`src/rtl/decode_operand_stage_if.sv`:
```
// decode_operand_stage_if: signals between the decode stage and its
// neighbours (IF/ID latch, register file, EX/MEM, ID/EX register).
interface decode_operand_stage_if #(
    parameter int DATA_W = 16,
    parameter int REG_AW = 3
);
    logic              if_valid;
    logic [15:0]       if_instr;
    logic              flush;
    logic [REG_AW-1:0] RA;
    logic [REG_AW-1:0] RB;
    logic [DATA_W-1:0] BusA;
    logic [DATA_W-1:0] BusB;
    logic [REG_AW-1:0] ex_rd;
    logic              ex_wen;
    logic              ex_is_load;
    logic [DATA_W-1:0] ex_result;
    logic [REG_AW-1:0] mem_rd;
    logic              mem_wen;
    logic [DATA_W-1:0] mem_result;
    logic              stall;
    logic              id_valid;
    logic              id_wen;
    logic              id_is_load;
    logic              id_is_store;
    logic              id_is_branch;
    logic              id_is_jump;
    logic [3:0]        id_opcode;
    logic [REG_AW-1:0] id_rd;
    logic [DATA_W-1:0] id_opA;
    logic [DATA_W-1:0] id_opB;
    logic [DATA_W-1:0] id_imm;

    modport master (
        output if_valid, if_instr, flush, BusA, BusB,
        output ex_rd, ex_wen, ex_is_load, ex_result,
        output mem_rd, mem_wen, mem_result,
        input  RA, RB, stall,
        input  id_valid, id_wen, id_is_load, id_is_store,
        input  id_is_branch, id_is_jump, id_opcode, id_rd,
        input  id_opA, id_opB, id_imm
    );

    modport slave (
        input  if_valid, if_instr, flush, BusA, BusB,
        input  ex_rd, ex_wen, ex_is_load, ex_result,
        input  mem_rd, mem_wen, mem_result,
        output RA, RB, stall,
        output id_valid, id_wen, id_is_load, id_is_store,
        output id_is_branch, id_is_jump, id_opcode, id_rd,
        output id_opA, id_opB, id_imm
    );
endinterface

```
`src/rtl/decode_operand_stage.sv`:
```
// decode_operand_stage: decodes IF/ID, reads and forwards operands,
// detects load-use hazards and fills the ID/EX register.
module decode_operand_stage #(
    parameter int DATA_W = 16,
    parameter int REG_AW = 3
) (
    input logic                 clk,
    input logic                 reset,
    decode_operand_stage_if.slave bus
);
    logic [3:0]        op;
    logic [REG_AW-1:0] f11;
    logic [REG_AW-1:0] f8;
    logic [REG_AW-1:0] f5;
    logic [DATA_W-1:0] sext6;
    logic [DATA_W-1:0] sext12;

    assign op     = bus.if_instr[15:12];
    assign f11    = bus.if_instr[11:9];
    assign f8     = bus.if_instr[8:6];
    assign f5     = bus.if_instr[5:3];
    assign sext6  = {{(DATA_W-6){bus.if_instr[5]}}, bus.if_instr[5:0]};
    assign sext12 = {{(DATA_W-12){bus.if_instr[11]}}, bus.if_instr[11:0]};

    logic [REG_AW-1:0] addrA;
    logic [REG_AW-1:0] addrB;
    logic [REG_AW-1:0] rd;
    logic              wen;
    logic              isLoad;
    logic              isStore;
    logic              isBranch;
    logic              isJump;
    logic [DATA_W-1:0] imm;

    // Unused source ports stay at address 0, which also masks them
    // out of forwarding and hazard detection below.
    always_comb begin
        addrA    = '0;
        addrB    = '0;
        rd       = '0;
        wen      = 1'b0;
        isLoad   = 1'b0;
        isStore  = 1'b0;
        isBranch = 1'b0;
        isJump   = 1'b0;
        imm      = '0;
        unique case (1'b1)
            op == 4'h0: begin
                addrA = f8;
                addrB = f5;
                rd    = f11;
                wen   = 1'b1;
            end
            op >= 4'h1 && op <= 4'h4: begin
                addrA  = f8;
                rd     = f11;
                wen    = 1'b1;
                isLoad = (op == 4'h4);
                imm    = sext6;
            end
            op == 4'h5: begin
                addrA   = f8;
                addrB   = f11;
                isStore = 1'b1;
                imm     = sext6;
            end
            op == 4'h6: begin
                addrA    = f8;
                addrB    = f11;
                isBranch = 1'b1;
                imm      = sext6;
            end
            op == 4'h7: begin
                isJump = 1'b1;
                imm    = sext12;
            end
            default: ;
        endcase
    end

    assign bus.RA = addrA;
    assign bus.RB = addrB;

    logic [DATA_W-1:0] opA;
    logic [DATA_W-1:0] opB;

    // EX beats MEM; a load in EX has no data yet and is never a source.
    always_comb begin
        opA = bus.BusA;
        if (addrA == '0)
            opA = '0;
        else if (bus.ex_wen && !bus.ex_is_load && bus.ex_rd == addrA)
            opA = bus.ex_result;
        else if (bus.mem_wen && bus.mem_rd == addrA)
            opA = bus.mem_result;
    end

    always_comb begin
        opB = bus.BusB;
        if (addrB == '0)
            opB = '0;
        else if (bus.ex_wen && !bus.ex_is_load && bus.ex_rd == addrB)
            opB = bus.ex_result;
        else if (bus.mem_wen && bus.mem_rd == addrB)
            opB = bus.mem_result;
    end

    logic loadUse;

    assign loadUse = bus.if_valid && bus.ex_wen && bus.ex_is_load
                  && bus.ex_rd != '0
                  && (bus.ex_rd == addrA || bus.ex_rd == addrB);

    assign bus.stall = loadUse && !bus.flush && !reset;

    always_ff @(posedge clk) begin
        if (reset) begin
            bus.id_valid     <= 1'b0;
            bus.id_wen       <= 1'b0;
            bus.id_is_load   <= 1'b0;
            bus.id_is_store  <= 1'b0;
            bus.id_is_branch <= 1'b0;
            bus.id_is_jump   <= 1'b0;
            bus.id_opcode    <= '0;
            bus.id_rd        <= '0;
            bus.id_opA       <= '0;
            bus.id_opB       <= '0;
            bus.id_imm       <= '0;
        end else if (bus.flush) begin
            bus.id_valid     <= 1'b0;
            bus.id_wen       <= 1'b0;
            bus.id_is_load   <= 1'b0;
            bus.id_is_store  <= 1'b0;
            bus.id_is_branch <= 1'b0;
            bus.id_is_jump   <= 1'b0;
        end else if (loadUse) begin
            bus.id_valid   <= 1'b0;
            bus.id_wen     <= 1'b0;
            bus.id_is_load <= 1'b0;
        end else begin
            bus.id_valid     <= bus.if_valid;
            bus.id_wen       <= wen;
            bus.id_is_load   <= isLoad;
            bus.id_is_store  <= isStore;
            bus.id_is_branch <= isBranch;
            bus.id_is_jump   <= isJump;
            bus.id_opcode    <= op;
            bus.id_rd        <= rd;
            bus.id_opA       <= opA;
            bus.id_opB       <= opB;
            bus.id_imm       <= imm;
        end
    end
endmodule
```
`src/flat_wrapper.sv`:
```
// flat-port wrapper written by rule: the top's interface ports become plain ports
module decode_operand_stage_flat 
#(
    parameter int DATA_W = 16,
    parameter int REG_AW = 3
)
  (clk, reset, bus_if_valid, bus_if_instr, bus_flush, bus_BusA, bus_BusB, bus_ex_rd, bus_ex_wen, bus_ex_is_load, bus_ex_result, bus_mem_rd, bus_mem_wen, bus_mem_result, bus_RA, bus_RB, bus_stall, bus_id_valid, bus_id_wen, bus_id_is_load, bus_id_is_store, bus_id_is_branch, bus_id_is_jump, bus_id_opcode, bus_id_rd, bus_id_opA, bus_id_opB, bus_id_imm);
  decode_operand_stage_if #(.DATA_W(DATA_W), .REG_AW(REG_AW)) bus_i ();
  input logic clk;
  input logic reset;
  input wire logic [$bits(bus_i.if_valid)-1:0] bus_if_valid;
  input wire logic [$bits(bus_i.if_instr)-1:0] bus_if_instr;
  input wire logic [$bits(bus_i.flush)-1:0] bus_flush;
  input wire logic [$bits(bus_i.BusA)-1:0] bus_BusA;
  input wire logic [$bits(bus_i.BusB)-1:0] bus_BusB;
  input wire logic [$bits(bus_i.ex_rd)-1:0] bus_ex_rd;
  input wire logic [$bits(bus_i.ex_wen)-1:0] bus_ex_wen;
  input wire logic [$bits(bus_i.ex_is_load)-1:0] bus_ex_is_load;
  input wire logic [$bits(bus_i.ex_result)-1:0] bus_ex_result;
  input wire logic [$bits(bus_i.mem_rd)-1:0] bus_mem_rd;
  input wire logic [$bits(bus_i.mem_wen)-1:0] bus_mem_wen;
  input wire logic [$bits(bus_i.mem_result)-1:0] bus_mem_result;
  output wire logic [$bits(bus_i.RA)-1:0] bus_RA;
  output wire logic [$bits(bus_i.RB)-1:0] bus_RB;
  output wire logic [$bits(bus_i.stall)-1:0] bus_stall;
  output wire logic [$bits(bus_i.id_valid)-1:0] bus_id_valid;
  output wire logic [$bits(bus_i.id_wen)-1:0] bus_id_wen;
  output wire logic [$bits(bus_i.id_is_load)-1:0] bus_id_is_load;
  output wire logic [$bits(bus_i.id_is_store)-1:0] bus_id_is_store;
  output wire logic [$bits(bus_i.id_is_branch)-1:0] bus_id_is_branch;
  output wire logic [$bits(bus_i.id_is_jump)-1:0] bus_id_is_jump;
  output wire logic [$bits(bus_i.id_opcode)-1:0] bus_id_opcode;
  output wire logic [$bits(bus_i.id_rd)-1:0] bus_id_rd;
  output wire logic [$bits(bus_i.id_opA)-1:0] bus_id_opA;
  output wire logic [$bits(bus_i.id_opB)-1:0] bus_id_opB;
  output wire logic [$bits(bus_i.id_imm)-1:0] bus_id_imm;
  assign bus_i.if_valid = bus_if_valid;
  assign bus_i.if_instr = bus_if_instr;
  assign bus_i.flush = bus_flush;
  assign bus_i.BusA = bus_BusA;
  assign bus_i.BusB = bus_BusB;
  assign bus_i.ex_rd = bus_ex_rd;
  assign bus_i.ex_wen = bus_ex_wen;
  assign bus_i.ex_is_load = bus_ex_is_load;
  assign bus_i.ex_result = bus_ex_result;
  assign bus_i.mem_rd = bus_mem_rd;
  assign bus_i.mem_wen = bus_mem_wen;
  assign bus_i.mem_result = bus_mem_result;
  assign bus_RA = bus_i.RA;
  assign bus_RB = bus_i.RB;
  assign bus_stall = bus_i.stall;
  assign bus_id_valid = bus_i.id_valid;
  assign bus_id_wen = bus_i.id_wen;
  assign bus_id_is_load = bus_i.id_is_load;
  assign bus_id_is_store = bus_i.id_is_store;
  assign bus_id_is_branch = bus_i.id_is_branch;
  assign bus_id_is_jump = bus_i.id_is_jump;
  assign bus_id_opcode = bus_i.id_opcode;
  assign bus_id_rd = bus_i.id_rd;
  assign bus_id_opA = bus_i.id_opA;
  assign bus_id_opB = bus_i.id_opB;
  assign bus_id_imm = bus_i.id_imm;
  decode_operand_stage #(.DATA_W(DATA_W), .REG_AW(REG_AW)) u_core (.clk(clk), .reset(reset), .bus(bus_i));
endmodule
```
`config.mk`:
```
export PLATFORM = sky130hd
export DESIGN_NAME = decode_operand_stage_flat
export DESIGN_NICKNAME = d
export VERILOG_FILES = /design/src/rtl/decode_operand_stage_if.sv /design/src/rtl/decode_operand_stage.sv /design/src/flat_wrapper.sv
export SDC_FILE = /design/constraint.sdc
export NUM_CORES = 1
export LEC_CHECK = 0
export BUFFER_PORTS_ARGS = -buffer_cell sky130_fd_sc_hd__buf_4
export CORE_MARGIN = 5
export CORE_UTILIZATION = 37
export DETAILED_ROUTE_END_ITERATION = 12
export GPL_TIMING_DRIVEN = 0
export PLACE_DENSITY = 0.69
export SLEW_MARGIN = 0
export SYNTH_ARGS = -nofsm -noshare
export SYNTH_HDL_FRONTEND = slang
export SYNTH_SLANG_ARGS = --single-unit
export TNS_END_PERCENT = 20
```
`constraint.sdc`:
```
create_clock -name clk -period 2.24 [get_ports clk]
set_input_delay 0.224 -clock clk [delete_from_list [all_inputs] [get_ports clk]]
set_output_delay 0.224 -clock clk [all_outputs]
set_load 0.1 [all_outputs]
```
* Yosys cells after proc, flatten, opt, wreduce, memory -nomap -nowiden
Cells that the tools add are included.
Storage, ports and cells: register bits 61, memory bits (read-only) 0, memory bits (writable) 0, memories kept 0, latch bits 0, logic and storage cells 66, bits of input ports 93
Operators by class: mux-type cells 14, shifts and indexed selects 0, bitwise logic cells 3, equal/unequal tests 8, multipliers 0, div/mod/pow operators 0, reduce and logical (&&, ||, !) cells 28, order comparisons 2, add/sub/neg operators 0
Operators by type and width (number):
- $mux W16 | 6
- $pmux W16 S2 | 1
- $eq A4 B3 Y1 const B | 4
- $eq A3 B3 Y1 | 4
- $logic_and A1 B1 Y1 | 12
- $reduce_or A4 Y1 | 2
- $logic_not A3 Y1 | 2
- $mux W3 | 2
- $pmux W3 S2 | 1
- $reduce_or A2 Y1 | 3
- $reduce_or A3 Y1 | 2
- $ge A4 B1 Y1 const B | 1
- $le A4 B3 Y1 const B | 1
- $logic_not A4 Y1 | 1
- $mux W1 | 4
- $logic_not A1 Y1 | 3
- $not A1 Y1 | 3
- $reduce_bool A3 Y1 | 1
- $reduce_and A2 Y1 | 1
- $logic_or A1 B1 Y1 | 1

* Logic depth before layout (Yosys ltp)
depth in word-level cells 9, depth in mapped cells 11, depth with buffers taken out 7

* Least setup slack after synthesis
Ideal clock, no wire load.
kind input port to output port, start input bus_if_instr[13], end output bus_stall, data arrival time 4420 ps, slack -2404 ps, stages on the path 7, path through buf_2 > or4b_4 > a31oi_4 > xnor2_1 > nand4_1 > buf_2 > a21boi_0
RTL lines:
- start, declared | RTL line flat_wrapper.sv:12 | input wire logic [$bits(bus_i.if_instr)-1:0] bus_if_instr;
- $eq A4 B3 Y1, on equally long branches | RTL line decode_operand_stage.sv:67, decode_operand_stage.sv:61
- $reduce_or A2 Y1 (no line)
- $pmux W3 S2 (*) | RTL line decode_operand_stage.sv:47 | unique case (1'b1)
- named net bus_RB[2] | RTL line flat_wrapper.sv:24 | output wire logic [$bits(bus_i.RB)-1:0] bus_RB;
- $eq A3 B3 Y1 (*) | RTL line decode_operand_stage.sv:112 | && (bus.ex_rd == addrA || bus.ex_rd == addrB);
- $logic_or A1 B1 Y1 (*) | RTL line decode_operand_stage.sv:112
- $logic_and A1 B1 Y1 (*) | RTL line decode_operand_stage.sv:112
- $logic_and A1 B1 Y1 (*) (2 in a row) | RTL line decode_operand_stage.sv:114 | assign bus.stall = loadUse && !bus.flush && !reset;
- end, declared | RTL line flat_wrapper.sv:25 | output wire logic [$bits(bus_i.stall)-1:0] bus_stall;
Mark *: on every way through the listed nets, which the timed path passes. The rest lies on a longest branch.

* Worst setup path after layout
start input bus_if_instr[13], end output bus_stall
On the way: word-level cells in the longest chain between the ends 9
RTL lines:
- $ge A4 B1 Y1 / $le A4 B3 Y1 (equally long branches) | RTL line decode_operand_stage.sv:54 | op >= 4'h1 && op <= 4'h4: begin
- $logic_and A1 B1 Y1 | RTL line decode_operand_stage.sv:54
- $reduce_or A4 Y1 (no line)
- $mux W3 | RTL line decode_operand_stage.sv:47
- $eq A3 B3 Y1 | RTL line decode_operand_stage.sv:112
- $logic_or A1 B1 Y1 (*) | RTL line decode_operand_stage.sv:112
- $logic_and A1 B1 Y1 (*) | RTL line decode_operand_stage.sv:112
- $logic_and A1 B1 Y1 (*) (2 in a row) | RTL line decode_operand_stage.sv:114
Mark *: on every way between the ends. The rest lies on a longest branch, timed or not.

==> out/results.tsv <==
metric	value	unit
drc_errors	0	
antenna_found_initial	0	
fmax	427	MHz
yosys.cell_count.top_type	dfxtp_1	
ys_warn_count	0	
cts_root_buffer	clkbuf_8	
max_slew.worst_pin.slew	810	ps
crit_required	2020	ps
irDropWorstVdd	0.332	mV
setup_ws	-100	ps
syn_area	3650	um2
crit_start	bus_if_instr[13]	
crit_cells	10	
wl_per_cell	19.2	um
final_cells	752	
final.period_utilization	104	%
design_area	5490	um2
synthToLayoutAreaGrowth	50.4	%
die_x	109	um
slew_violations	0	
layout.nets	707	
crit_chain	buf_12 -> or4b_4 -> a31o_4 -> clkinv_4 -> xnor2_4 -> nand4_1 -> buf_6 -> buf_8 -> a21boi_4 -> buf_12	
place_area	5000	um2
wl	14.4	mm
outcome	complete, but fails checks	
critical_path.startpoint_type	input port	
clk_latency	340	ps
setup_violations	15	
grt_max_degree	11	
slowest_delay	540	ps
num_io_pins	161	
yosys.area.top_type_share	31.3	%
ys_ff_latch	57	
grt_overflow	0	
path_delay_family	simple AND/OR/NAND/NOR gates	
period_needed	2340	ps
die_h	109	um
cp_common_cell	buf_12	
n_fill_cell	901	
first_global_vias	4364	
cts_tree	built	
synth-edff-count	0	
worstRegToRegCells	2	
numCtsBuffers	9	
skew	0	ps
start_util	37.7	%
cts_htree_levels	3	
cap_violations	0	
power.density	584	nW/um2
endpoint	bus_stall	
fin_hold_ws	120	ps
synth_commonest_cells	dfxtp_1, nand2_1, o21ai_0	
synth_nets	527	
dieArea	11900	um2
critical_path.slowest_cell	or4b_4	
ys.flop_type	dfxtp_1	
async_reset_ff_share	0	%
cp.arrival	2120	ps
cp_max_fo	8	
criticalPathCategory	input port to output port	
cts_buffer_depth	2	
placedCellCount	721	
gp_congestion	0.877	
drt_iter0_markers	291	
drive_above_1_share	40.7	%
grt_pass1_wl	21.8	mm
hold_buffers	0	
ant_nets	0	
r2r-end	u_core.bus.id_imm[14]	
grt_setup_unrepaired	true	
cp-end-kind	output port	
worstReg2RegStart	u_core.bus.id_imm[14]	
synthCells	434	
drtPass1Iterations	5	
synth_area_per_cell	8.40	um2
slew_headroom	45.6	%
hold_class	input port to flop	
synth.distinct_cells	54	
numClockSinks	57	
vias	4395	
core_area	9680	um2
finalHoldViolations	0	
hpwl	11.1	mm
fin_total_pwr	3.20	mW
rows	36	
yosysTopAreaCell	dfxtp_1	
failed_checks	negative setup slack	
r2r_setup_slack	1400	ps
p_leak	2.40	nW
cp.buffers_inverters	5	
grtUsageTotal	23.2	%
synth_area_leaders	dfxtp_1, o21ai_0, a31oi_1	
antennaDiodeCount	0	
synth-seq-area-share	31.3	%
io_buffers	154	
viasPerCell	5.84	
clk_pin_slew	70	ps
setup_tns	-1110	ps
==> cells in the final DEF, fill, tap and decap left out, types with 12 or more instances in the layout <==
| cell type | instances |
|---|---|
| buf_4 | 171 |
| dfxtp_1 | 57 |
| nand2_1 | 35 |
| o21ai_0 | 35 |
| clkbuf_1 | 27 |
| a31oi_1 | 24 |
| nor4_1 | 23 |
| o211ai_1 | 16 |
| or2_2 | 16 |
| a32o_1 | 16 |
| nand2b_1 | 15 |
| o311a_1 | 15 |
| a41o_1 | 15 |
| clkbuf_8 | 12 |
==> worst reg2reg max path, cell delays in order (launching register included) <==
cell and delay [ps]:
dfxtp_1 430, a31oi_1 70, a311oi_1 260
==> how the worst min path moves through the flow <==
stage,endpoint,startpoint,cells after the start
3_3_place_gp,u_core.bus.id_rd[2],u_core.bus.id_rd[2],2
6_report,u_core.bus.id_valid,bus_if_valid,2
5_1_grt,u_core.bus.id_valid,bus_if_valid,2
4_1_cts,u_core.bus.id_valid,bus_if_valid,2
2_1_floorplan,u_core.bus.id_rd[0],bus_if_instr[9],2
3_5_place_dp,u_core.bus.id_rd[2],u_core.bus.id_rd[2],2
==> metal layers <==
layer	track usage (%)	vias to the layer above	wire (um)
met2	38.1	214	6680
met5	0	-	0
met1	29.7	2060	6190
met4	7.30	0	354
li1	-	2086	-
met3	6.22	35	1210
==> state kept, by name (all words and copies together), names as in the netlist <==
name                     flops
u_core.bus.id_imm           12
u_core.bus.id_is_branch      1
u_core.bus.id_is_jump        1
u_core.bus.id_is_load        1
u_core.bus.id_is_store       1
u_core.bus.id_opA           16
u_core.bus.id_opB           16
u_core.bus.id_opcode         4
u_core.bus.id_rd             3
u_core.bus.id_valid          1
u_core.bus.id_wen            1
==> layout make-up <==
class                      count  area [um2]  share of cell area, %
multi-input combinational    322        2340                   42.7
timing repair buffer         169        1300                   23.7
sequential                    57        1140                   20.8
buffer                        50         302                   5.50
clock buffer                  14         173                   3.15
tap                          133         166                   3.03
clock inverter                 2        35.0                  0.639
inverter                       5        23.8                  0.433
==> where the power goes <==
part	leakage, nW	internal, mW	total (mW)	switching (mW)
logic	1.83	0.344	1.09	0.742
clock network	0.107	0.605	1.03	0.428
registers	0.464	1.06	1.09	0.0281
==> timing repair <==
action | 4_1_cts | 5_1_grt
resized for setup | 14 | 24
gates cloned | 0 | 1
buffers inserted | 5 | 9
setup endpoints to repair | 38 | 46
pin swaps | 5 | 10
==> logic make-up after synthesis <==
logic type	after synthesis	synth area share, %
DFF	57	31.3
buffers and inverters	55	7.48
and+or+nand+nor	146	23.7
muxes	3	0.823
AOI/OAI and AO/OA	164	34.5
xor gates and xnor gates	9	2.16
==> per-stage QoR <==
step / setup slack, ps / utilization, %
global route: -150 / 56.7
global placement: -830 / 51.6
finish: -100 / 56.7
detailed placement: -922 / 51.6
CTS: -103 / 54.8
floorplan: -815 / -
Power figures use the tool's default switching activity.
